$ cat src/rtl/multdiv_issue_ctrl_if.sv
// Decode/multdiv/writeback signal bundle for the mul/div issue controller.
// Combinational bundle, no latency of its own.
// The controller is the slave; stall is the only backpressure, carried as a plain level.
interface multdiv_issue_ctrl_if;
    logic        instr_valid;
    logic [4:0]  opcode;
    logic [4:0]  aluop;
    logic [4:0]  rd;
    logic        flush;
    logic        data_resultRDY;
    logic        data_exception;
    logic        ctrl_MULT;
    logic        ctrl_DIV;
    logic        stall;
    logic        busy;
    logic        wb_en;
    logic [4:0]  wb_rd;
    logic        wb_status_sel;
    logic [31:0] wb_status;

    // Decoder / multdiv / regfile side
    modport master (
        output instr_valid, opcode, aluop, rd, flush, data_resultRDY, data_exception,
        input  ctrl_MULT, ctrl_DIV, stall, busy, wb_en, wb_rd, wb_status_sel, wb_status
    );

    // Issue controller side
    modport slave (
        input  instr_valid, opcode, aluop, rd, flush, data_resultRDY, data_exception,
        output ctrl_MULT, ctrl_DIV, stall, busy, wb_en, wb_rd, wb_status_sel, wb_status
    );
endinterface

$ cat src/rtl/multdiv_issue_ctrl.sv
// Issues R-type mul/div to the multi-cycle unit, stalls decode until the result, then one writeback.
// Latency: hit -> WB in 3 cycles minimum (ready on the first WAIT cycle); outputs registered except stall.
// Backpressure: stall holds PC/decode through IDLE-hit, ISSUE and WAIT; optional watchdog via MULTDIV_TIMEOUT_EN.
module multdiv_issue_ctrl #(
`ifdef MULTDIV_TIMEOUT_EN
    parameter int unsigned CNT_W          = 6,
    parameter int unsigned TIMEOUT_CYCLES = 40,
`endif
    parameter int unsigned STATUS_MUL     = 4,
    parameter int unsigned STATUS_DIV     = 5,
    parameter int unsigned STATUS_TMO     = 7
) (
    input  logic                 clock,
    input  logic                 reset,
    multdiv_issue_ctrl_if.slave  bus
);

    typedef enum logic [1:0] {
        S_IDLE  = 2'd0,
        S_ISSUE = 2'd1,
        S_WAIT  = 2'd2,
        S_WB    = 2'd3
    } state_t;

    localparam logic [4:0] RSTATUS_REG = 5'd30;

    state_t      state_q, state_d;
    logic [4:0]  rd_q, rd_d;
    logic        is_div_q, is_div_d;
    logic        mult_q, mult_d;
    logic        div_q, div_d;
    logic        busy_q, busy_d;
    logic        wb_en_q, wb_en_d;
    logic [4:0]  wb_rd_q, wb_rd_d;
    logic        wb_sel_q, wb_sel_d;
    logic [31:0] wb_status_q, wb_status_d;
`ifdef MULTDIV_TIMEOUT_EN
    logic [CNT_W-1:0] cnt_q, cnt_d;
`endif

    logic hit;

    // ALU ops 00110 (mul) and 00111 (div) differ only in bit 0
    assign hit = bus.instr_valid && (bus.opcode == 5'b00000) && (bus.aluop[4:1] == 4'b0011);

    // Next state and next registered outputs; outputs describe the state being entered
    always_comb begin
        state_d     = state_q;
        rd_d        = rd_q;
        is_div_d    = is_div_q;
        mult_d      = 1'b0;
        div_d       = 1'b0;
        busy_d      = 1'b0;
        wb_en_d     = 1'b0;
        wb_rd_d     = 5'd0;
        wb_sel_d    = 1'b0;
        wb_status_d = 32'd0;
`ifdef MULTDIV_TIMEOUT_EN
        cnt_d       = cnt_q;
`endif
        case (state_q)
            S_IDLE: begin
                // flush is meaningless here; nothing is in flight
                if (hit) begin
                    state_d  = S_ISSUE;
                    rd_d     = bus.rd;
                    is_div_d = bus.aluop[0];
                    mult_d   = ~bus.aluop[0];
                    div_d    = bus.aluop[0];
                    busy_d   = 1'b1;
                end
            end
            S_ISSUE: begin
                // any ready seen here belongs to an older operation
`ifdef MULTDIV_TIMEOUT_EN
                cnt_d = '0;
`endif
                if (bus.flush) begin
                    state_d = S_IDLE;
                end else begin
                    state_d = S_WAIT;
                    busy_d  = 1'b1;
                end
            end
            S_WAIT: begin
`ifdef MULTDIV_TIMEOUT_EN
                if (cnt_q != {CNT_W{1'b1}}) begin
                    cnt_d = cnt_q + 1'b1;
                end
`endif
                if (bus.flush) begin
                    // squash beats a same-cycle result: no writeback
                    state_d = S_IDLE;
                end else if (bus.data_resultRDY) begin
                    state_d = S_WB;
                    busy_d  = 1'b1;
                    if (bus.data_exception) begin
                        wb_en_d     = 1'b1;
                        wb_rd_d     = RSTATUS_REG;
                        wb_sel_d    = 1'b1;
                        wb_status_d = is_div_q ? 32'(STATUS_DIV) : 32'(STATUS_MUL);
                    end else if (rd_q != 5'd0) begin
                        wb_en_d = 1'b1;
                        wb_rd_d = rd_q;
                    end
                end
`ifdef MULTDIV_TIMEOUT_EN
                else if (cnt_q == CNT_W'(TIMEOUT_CYCLES - 1)) begin
                    state_d     = S_WB;
                    busy_d      = 1'b1;
                    wb_en_d     = 1'b1;
                    wb_rd_d     = RSTATUS_REG;
                    wb_sel_d    = 1'b1;
                    wb_status_d = 32'(STATUS_TMO);
                end
`endif
                else begin
                    busy_d = 1'b1;
                end
            end
            S_WB: begin
                // a hit re-presented here is taken once back in IDLE
                state_d = S_IDLE;
            end
            default: begin
                state_d = S_IDLE;
            end
        endcase
    end

    // State, latched operation and registered outputs; reset clears everything mid-operation
    always_ff @(posedge clock) begin
        if (!reset) begin
            state_q     <= S_IDLE;
            rd_q        <= 5'd0;
            is_div_q    <= 1'b0;
            mult_q      <= 1'b0;
            div_q       <= 1'b0;
            busy_q      <= 1'b0;
            wb_en_q     <= 1'b0;
            wb_rd_q     <= 5'd0;
            wb_sel_q    <= 1'b0;
            wb_status_q <= 32'd0;
`ifdef MULTDIV_TIMEOUT_EN
            cnt_q       <= '0;
`endif
        end else begin
            state_q     <= state_d;
            rd_q        <= rd_d;
            is_div_q    <= is_div_d;
            mult_q      <= mult_d;
            div_q       <= div_d;
            busy_q      <= busy_d;
            wb_en_q     <= wb_en_d;
            wb_rd_q     <= wb_rd_d;
            wb_sel_q    <= wb_sel_d;
            wb_status_q <= wb_status_d;
`ifdef MULTDIV_TIMEOUT_EN
            cnt_q       <= cnt_d;
`endif
        end
    end

    // stall is combinational so decode freezes in the same cycle the hit appears
    assign bus.stall = ((state_q == S_IDLE) && hit) || (state_q == S_ISSUE) || (state_q == S_WAIT);

    assign bus.ctrl_MULT     = mult_q;
    assign bus.ctrl_DIV      = div_q;
    assign bus.busy          = busy_q;
    assign bus.wb_en         = wb_en_q;
    assign bus.wb_rd         = wb_rd_q;
    assign bus.wb_status_sel = wb_sel_q;
    assign bus.wb_status     = wb_status_q;

endmodule

$ cat src/flat_wrapper.sv
// flat-port wrapper written by rule: the top's interface ports become plain ports
module multdiv_issue_ctrl_flat 
#(

    parameter int unsigned STATUS_MUL     = 4,
    parameter int unsigned STATUS_DIV     = 5,
    parameter int unsigned STATUS_TMO     = 7
)
  (clock, reset, bus_instr_valid, bus_opcode, bus_aluop, bus_rd, bus_flush, bus_data_resultRDY, bus_data_exception, bus_ctrl_MULT, bus_ctrl_DIV, bus_stall, bus_busy, bus_wb_en, bus_wb_rd, bus_wb_status_sel, bus_wb_status);
  multdiv_issue_ctrl_if bus_i ();
  input  logic clock;
  input  logic reset;
  input wire logic [$bits(bus_i.instr_valid)-1:0] bus_instr_valid;
  input wire logic [$bits(bus_i.opcode)-1:0] bus_opcode;
  input wire logic [$bits(bus_i.aluop)-1:0] bus_aluop;
  input wire logic [$bits(bus_i.rd)-1:0] bus_rd;
  input wire logic [$bits(bus_i.flush)-1:0] bus_flush;
  input wire logic [$bits(bus_i.data_resultRDY)-1:0] bus_data_resultRDY;
  input wire logic [$bits(bus_i.data_exception)-1:0] bus_data_exception;
  output wire logic [$bits(bus_i.ctrl_MULT)-1:0] bus_ctrl_MULT;
  output wire logic [$bits(bus_i.ctrl_DIV)-1:0] bus_ctrl_DIV;
  output wire logic [$bits(bus_i.stall)-1:0] bus_stall;
  output wire logic [$bits(bus_i.busy)-1:0] bus_busy;
  output wire logic [$bits(bus_i.wb_en)-1:0] bus_wb_en;
  output wire logic [$bits(bus_i.wb_rd)-1:0] bus_wb_rd;
  output wire logic [$bits(bus_i.wb_status_sel)-1:0] bus_wb_status_sel;
  output wire logic [$bits(bus_i.wb_status)-1:0] bus_wb_status;
  assign bus_i.instr_valid = bus_instr_valid;
  assign bus_i.opcode = bus_opcode;
  assign bus_i.aluop = bus_aluop;
  assign bus_i.rd = bus_rd;
  assign bus_i.flush = bus_flush;
  assign bus_i.data_resultRDY = bus_data_resultRDY;
  assign bus_i.data_exception = bus_data_exception;
  assign bus_ctrl_MULT = bus_i.ctrl_MULT;
  assign bus_ctrl_DIV = bus_i.ctrl_DIV;
  assign bus_stall = bus_i.stall;
  assign bus_busy = bus_i.busy;
  assign bus_wb_en = bus_i.wb_en;
  assign bus_wb_rd = bus_i.wb_rd;
  assign bus_wb_status_sel = bus_i.wb_status_sel;
  assign bus_wb_status = bus_i.wb_status;
  multdiv_issue_ctrl #(.STATUS_MUL(STATUS_MUL), .STATUS_DIV(STATUS_DIV), .STATUS_TMO(STATUS_TMO)) u_core (.clock(clock), .reset(reset), .bus(bus_i));
endmodule
$ cat config.mk
export PLATFORM = sky130hd
export DESIGN_NAME = multdiv_issue_ctrl_flat
export DESIGN_NICKNAME = d
export VERILOG_FILES = /design/src/rtl/multdiv_issue_ctrl_if.sv /design/src/rtl/multdiv_issue_ctrl.sv /design/src/flat_wrapper.sv
export SDC_FILE = /design/constraint.sdc
export NUM_CORES = 1
export LEC_CHECK = 0
export ABC_AREA = 1
export CAP_MARGIN = 10
export CELL_PAD_IN_SITES_DETAIL_PLACEMENT = 1
export CELL_PAD_IN_SITES_GLOBAL_PLACEMENT = 1
export CORE_ASPECT_RATIO = 0.8
export CORE_MARGIN = 2
export CORE_UTILIZATION = 27
export DETAILED_ROUTE_END_ITERATION = 12
export PLACE_DENSITY = 0.92
export RECOVER_POWER = 100
export SETUP_SLACK_MARGIN = 0.4
export SLEW_MARGIN = 0
export SYNTH_ARGS = -nofsm -noshare
export SYNTH_HDL_FRONTEND = slang
export SYNTH_SLANG_ARGS = --single-unit
$ cat constraint.sdc
create_clock -name clock -period 3.4 [get_ports clock]
set_input_delay 1.02 -clock clock [delete_from_list [all_inputs] [get_ports clock]]
set_output_delay 1.02 -clock clock [all_outputs]
set_load 0.01 [all_outputs]
Word level (Yosys, flattened, before mapping)
Cells that the tools add are included.
Word-level totals
  flip-flop bits (word level): 50
  input port bits: 21
Operators by class
  equality and inequality tests: 6
  mux-type cells: 14
  bitwise gates (word level): 6
  reductions and logical operators: 15
Operators by type and width (number)
  5-bit two-way mux: 2
  2-bit two-way mux: 4
  2-bit case mux with 4 select lines: 1
  1-bit two-way mux: 6
  1-bit inverter: 6
  6-bit OR reduction: 1
  5-bit logical NOT: 1
  5-bit nonzero test: 1
  5-bit OR reduction: 1
  2-bit equality test, second input constant: 2
  4-bit by 2-bit equality test with 1-bit output, second input constant: 1
  2-bit AND reduction: 2
  4-bit OR reduction: 1
  1-bit logical AND: 3
  3-bit != test, second input constant: 1
  3-bit AND reduction: 1
  2-bit by 1-bit equality test with 1-bit output, second input constant: 1
  2-bit logical NOT: 1
  1-bit logical OR: 2
  2-bit by 1-bit != test with 1-bit output, second input constant: 1
  1-bit case mux with 2 select lines: 1
  2-bit OR reduction: 1

Logic depth before layout (Yosys ltp)
Gate-level depths: netlist of the first run.
  depth in word-level cells: 6
  depth in mapped cells: 9

Worst setup path before layout of the first run
No wires, ideal clock.
  path type: input to output
  start point: input port bus_aluop[3]
  end point: output port bus_stall
  arrival: 1.569 ns
  slack: 0.811 ns
  stages on the path: 7
  buffers on the path: 0
  cells stage by stage: inv_1 -> nand2_1 -> nor2_1 -> nand3_2 -> clkinv_2 -> nand2_4 -> nand2_1
Between the ends
  longest elaborated chain between the ends: 5
Ends and longest elaborated chain
  from (decl): RTL line flat_wrapper.sv:15  | input wire logic [$bits(bus_i.aluop)-1:0] bus_aluop;
  4-bit by 2-bit equality test with 1-bit output: RTL line multdiv_issue_ctrl.sv:44  | assign hit = bus.instr_valid && (bus.opcode == 5'b00000) && (bus.aluop[4:1] == 4'b0011);
  1-bit logical AND: RTL line multdiv_issue_ctrl.sv:44
  1-bit logical AND: RTL line multdiv_issue_ctrl.sv:165  | assign bus.stall = ((state_q == S_IDLE) && hit) || (state_q == S_ISSUE) || (state_q == S_WAIT);
  1-bit logical OR (2 in a row): RTL line multdiv_issue_ctrl.sv:165
  to (decl): RTL line flat_wrapper.sv:22  | output wire logic [$bits(bus_i.stall)-1:0] bus_stall;
No other way between the ends.

Worst setup path in the final report of the first run
  start point: input port bus_opcode[1]
  end point: output port bus_stall
Between the ends
  longest elaborated chain between the ends: 6
Ends and longest elaborated chain
  from (decl): RTL line flat_wrapper.sv:14  | input wire logic [$bits(bus_i.opcode)-1:0] bus_opcode;
  5-bit logical NOT: RTL line multdiv_issue_ctrl.sv:44
  1-bit logical AND (2 in a row): RTL line multdiv_issue_ctrl.sv:44
  1-bit logical AND: RTL line multdiv_issue_ctrl.sv:165
  1-bit logical OR (2 in a row): RTL line multdiv_issue_ctrl.sv:165
No other way between the ends.

==> metrics.cfg, run 1 <==
[placement]
io_buffers = 33
gp_congestion = 0.794
dp.cells = 226
post-dp-hpwl_mm = 1.97

[yosys]
ys_types = 21
yosys_warnings = 0
syn_area_mm2 = 0.00107
ys_ff_latch = 20
ys_seq_area_share_pct = 37.3
async_flop_share_pct = 0
syn-mean-instance-area_um2 = 7.79
synth_cells = 138
synth_edf_count = 0
synth_ff_type = dfxtp_1

[cts]
clock_sinks = 20
cts_tree = done
cts_hold_buf = 0
clockBufferDepth = 2
clock-root-buffer = clkbuf_8
cts_made_buffers = 3
path_clk_slew_ns = 0.07
cts_max_level = 1
insertion_delay_ns = 0.26

[critical_path]
crit_required_ns = 2.38
r2r-end = u_core.bus.busy
r2r_start = u_core.state_q[0]
regToRegSetupSlack_ns = 1.76
path_class = in2out
cp.arrival_ns = 2.07
cp-start-kind = input pin
crit_fanout = 2
crit_end = bus_stall
reg2regPathDepth = 7
worstSetupEndpointType = output port
startpoint = bus_opcode[1]

[timing]
finClkSkew_ns = 0.00343
whs_ns = 0.452
tns_ns = 0
fmax_mhz = 324
finalHoldViolations = 0
rsz0062_at_grt = false
min_period_ns = 3.09
slew_viol_final = 0
period_share_pct = 90.9
setup_viol = 0

[power]
p_leak_uw = 0.000704
p_per_area_mw_per_mm2 = 490
vdd_drop_max_v = 0.000213

[detailed_routing]
vias_per_cell = 3.79
wl_per_cell_um = 10.5
ant_nets = 0
drc = 0
drtPass1Iterations = 3
vias = 879
drt-total-wl_mm = 2.44
drtIter0Drc = 22

[floorplanning]
die_y_um = 60.4
std_cell_rows = 20
dieArea_mm2 = 0.00450
start_util_pct = 28.3
die-width_um = 74.5
ios = 64
core_area_mm2 = 0.00380

[outcome]
status = completed

[final_layout]
layout.nets = 204
fin_util_pct = 37.5
area_growth_pct = 32.7
final_cell_mix = conb_1 (30), nand2_1 (22), dfxtp_1 (20)
drive_above_1_share_pct = 8.47
antennaDiodeCount = 0
finalNonFillerCells = 232
final_common_cell = conb_1

[run]
maxCapViolations = 0

[global_routing]
grt_pass1_wl_mm = 3.71
gr-usage-all-layers_pct = 11.0
grt_pass1_vias = 828
grt.overflow.total = 0
antenna_found_initial = 0
grt_max_degree = 13

[min_path]
hp-class = reg2reg

[worst max-delay path: stages]
cell             delay [ns]
clkdlybuf4s50_1        0.47
nor2_2                 0.04
nand3_1                0.11
clkinvlp_2             0.17
nand2_4                0.09
nand2_2                0.04
clkbuf_1               0.13
[routing by layer]
layer | track usage (%) | wire length (um) | part of all wire, % | up-vias
met5 | 0 | 0 | 0 | -
met4 | 3.83 | 26 | 1.1 | 0
met3 | 2.82 | 144 | 5.9 | 5
met2 | 20.6 | 1310 | 54 | 27
met1 | 12.0 | 957 | 39 | 410
li1 | - | - | - | 437
[worst min-delay path by stage]
stage	startpoint	to	slack, ns	depth (start not counted)
6_report	u_core.is_div_q	u_core.bus.wb_status[0]	0.45	2
3_3_place_gp	u_core.is_div_q	u_core.bus.wb_status[0]	0.43	2
2_1_floorplan	u_core.is_div_q	u_core.bus.wb_status[0]	0.42	2
3_5_place_dp	u_core.is_div_q	u_core.bus.wb_status[0]	0.44	2
4_1_cts	u_core.is_div_q	u_core.bus.wb_status[0]	0.45	2
5_1_grt	u_core.is_div_q	u_core.bus.wb_status[0]	0.47	2
[final cells by class]
cell class                      instances  area [um2]
Clock buffer                            3        41.3
Clock inverter                          1        30.0
Fill cell                             502        2380
Inverter                               20        76.3
Multi-Input combinational cell         96         470
Sequential cell                        20         400
Tap cell                               55        68.8
Timing Repair Buffer                   37         339
[flip-flops by register name (all words and copies together) (netlist names)]
signal,flops
u_core.bus.ctrl_MULT,1
u_core.bus.wb_en,1
u_core.bus.wb_status,2
u_core.bus.busy,1
u_core.rd_q,5
u_core.bus.wb_status_sel,1
u_core.is_div_q,1
u_core.state_q,2
u_core.bus.wb_rd,5
u_core.bus.ctrl_DIV,1
[metrics by stage]
step	worst slack (ns)	power, uW	area [um2]
after detailed placement	-0.123	483	1370
after global placement	-0.0804	473	1370
after CTS	0.429	725	1450
final	0.309	700	1430
after global routing	0.240	737	1430
after floorplan	0.811	424	1180
[power by group]
part           switching, uW  leakage [uW]  total, uW  internal (uW)
logic                    131      0.000506        202           70.9
registers               10.2      0.000162        259            249
clock network           81.0     0.0000357        238            157
total                    222      0.000704        700            477
[cells in the mapped netlist, types with 3 or more instances]
library cell | n | share of area, %
a21oi_1 | 10 | 4.7
buf_4 | 30 | 21
dfxtp_1 | 20 | 37
ha_1 | 5 | 5.8
inv_1 | 16 | 5.6
inv_2 | 3 | 1.0
nand2_1 | 23 | 8.0
nand3_1 | 6 | 2.8
nor2_1 | 11 | 3.8
nor3_1 | 3 | 1.4
[logic make-up (layout without fill, tap and decap cells)]
group	count (synthesis)	in the layout	share of synthesized area [%]
AOI/OAI and AO/OA	11	11	5.12
and+or+nand+nor	50	50	22.9
DFF	20	20	37.3
buffers and inverters	51	61	28.5
other	1	30	0.349
adders and majority gates	5	5	5.82
[repair_timing]
item	4_1_cts	5_1_grt
pin swaps	7	2
setup endpoints to repair	1	1
hold endpoints to repair	0	0
gates resized for setup	16	3
buffers inserted	1	1
Power figures use the tool's default switching activity.
==> inputs of run 2 (changes only) <==
--- a/config.mk
+++ b/config.mk
@@ -16,7 +16,6 @@
 export PLACE_DENSITY = 0.92
 export RECOVER_POWER = 100
 export SETUP_SLACK_MARGIN = 0.4
-export SLEW_MARGIN = 0
 export SYNTH_ARGS = -nofsm -noshare
 export SYNTH_HDL_FRONTEND = slang
 export SYNTH_SLANG_ARGS = --single-unit
==> results of run 2 <==
Final layout, timing and power as in run 1 (identical DEF).
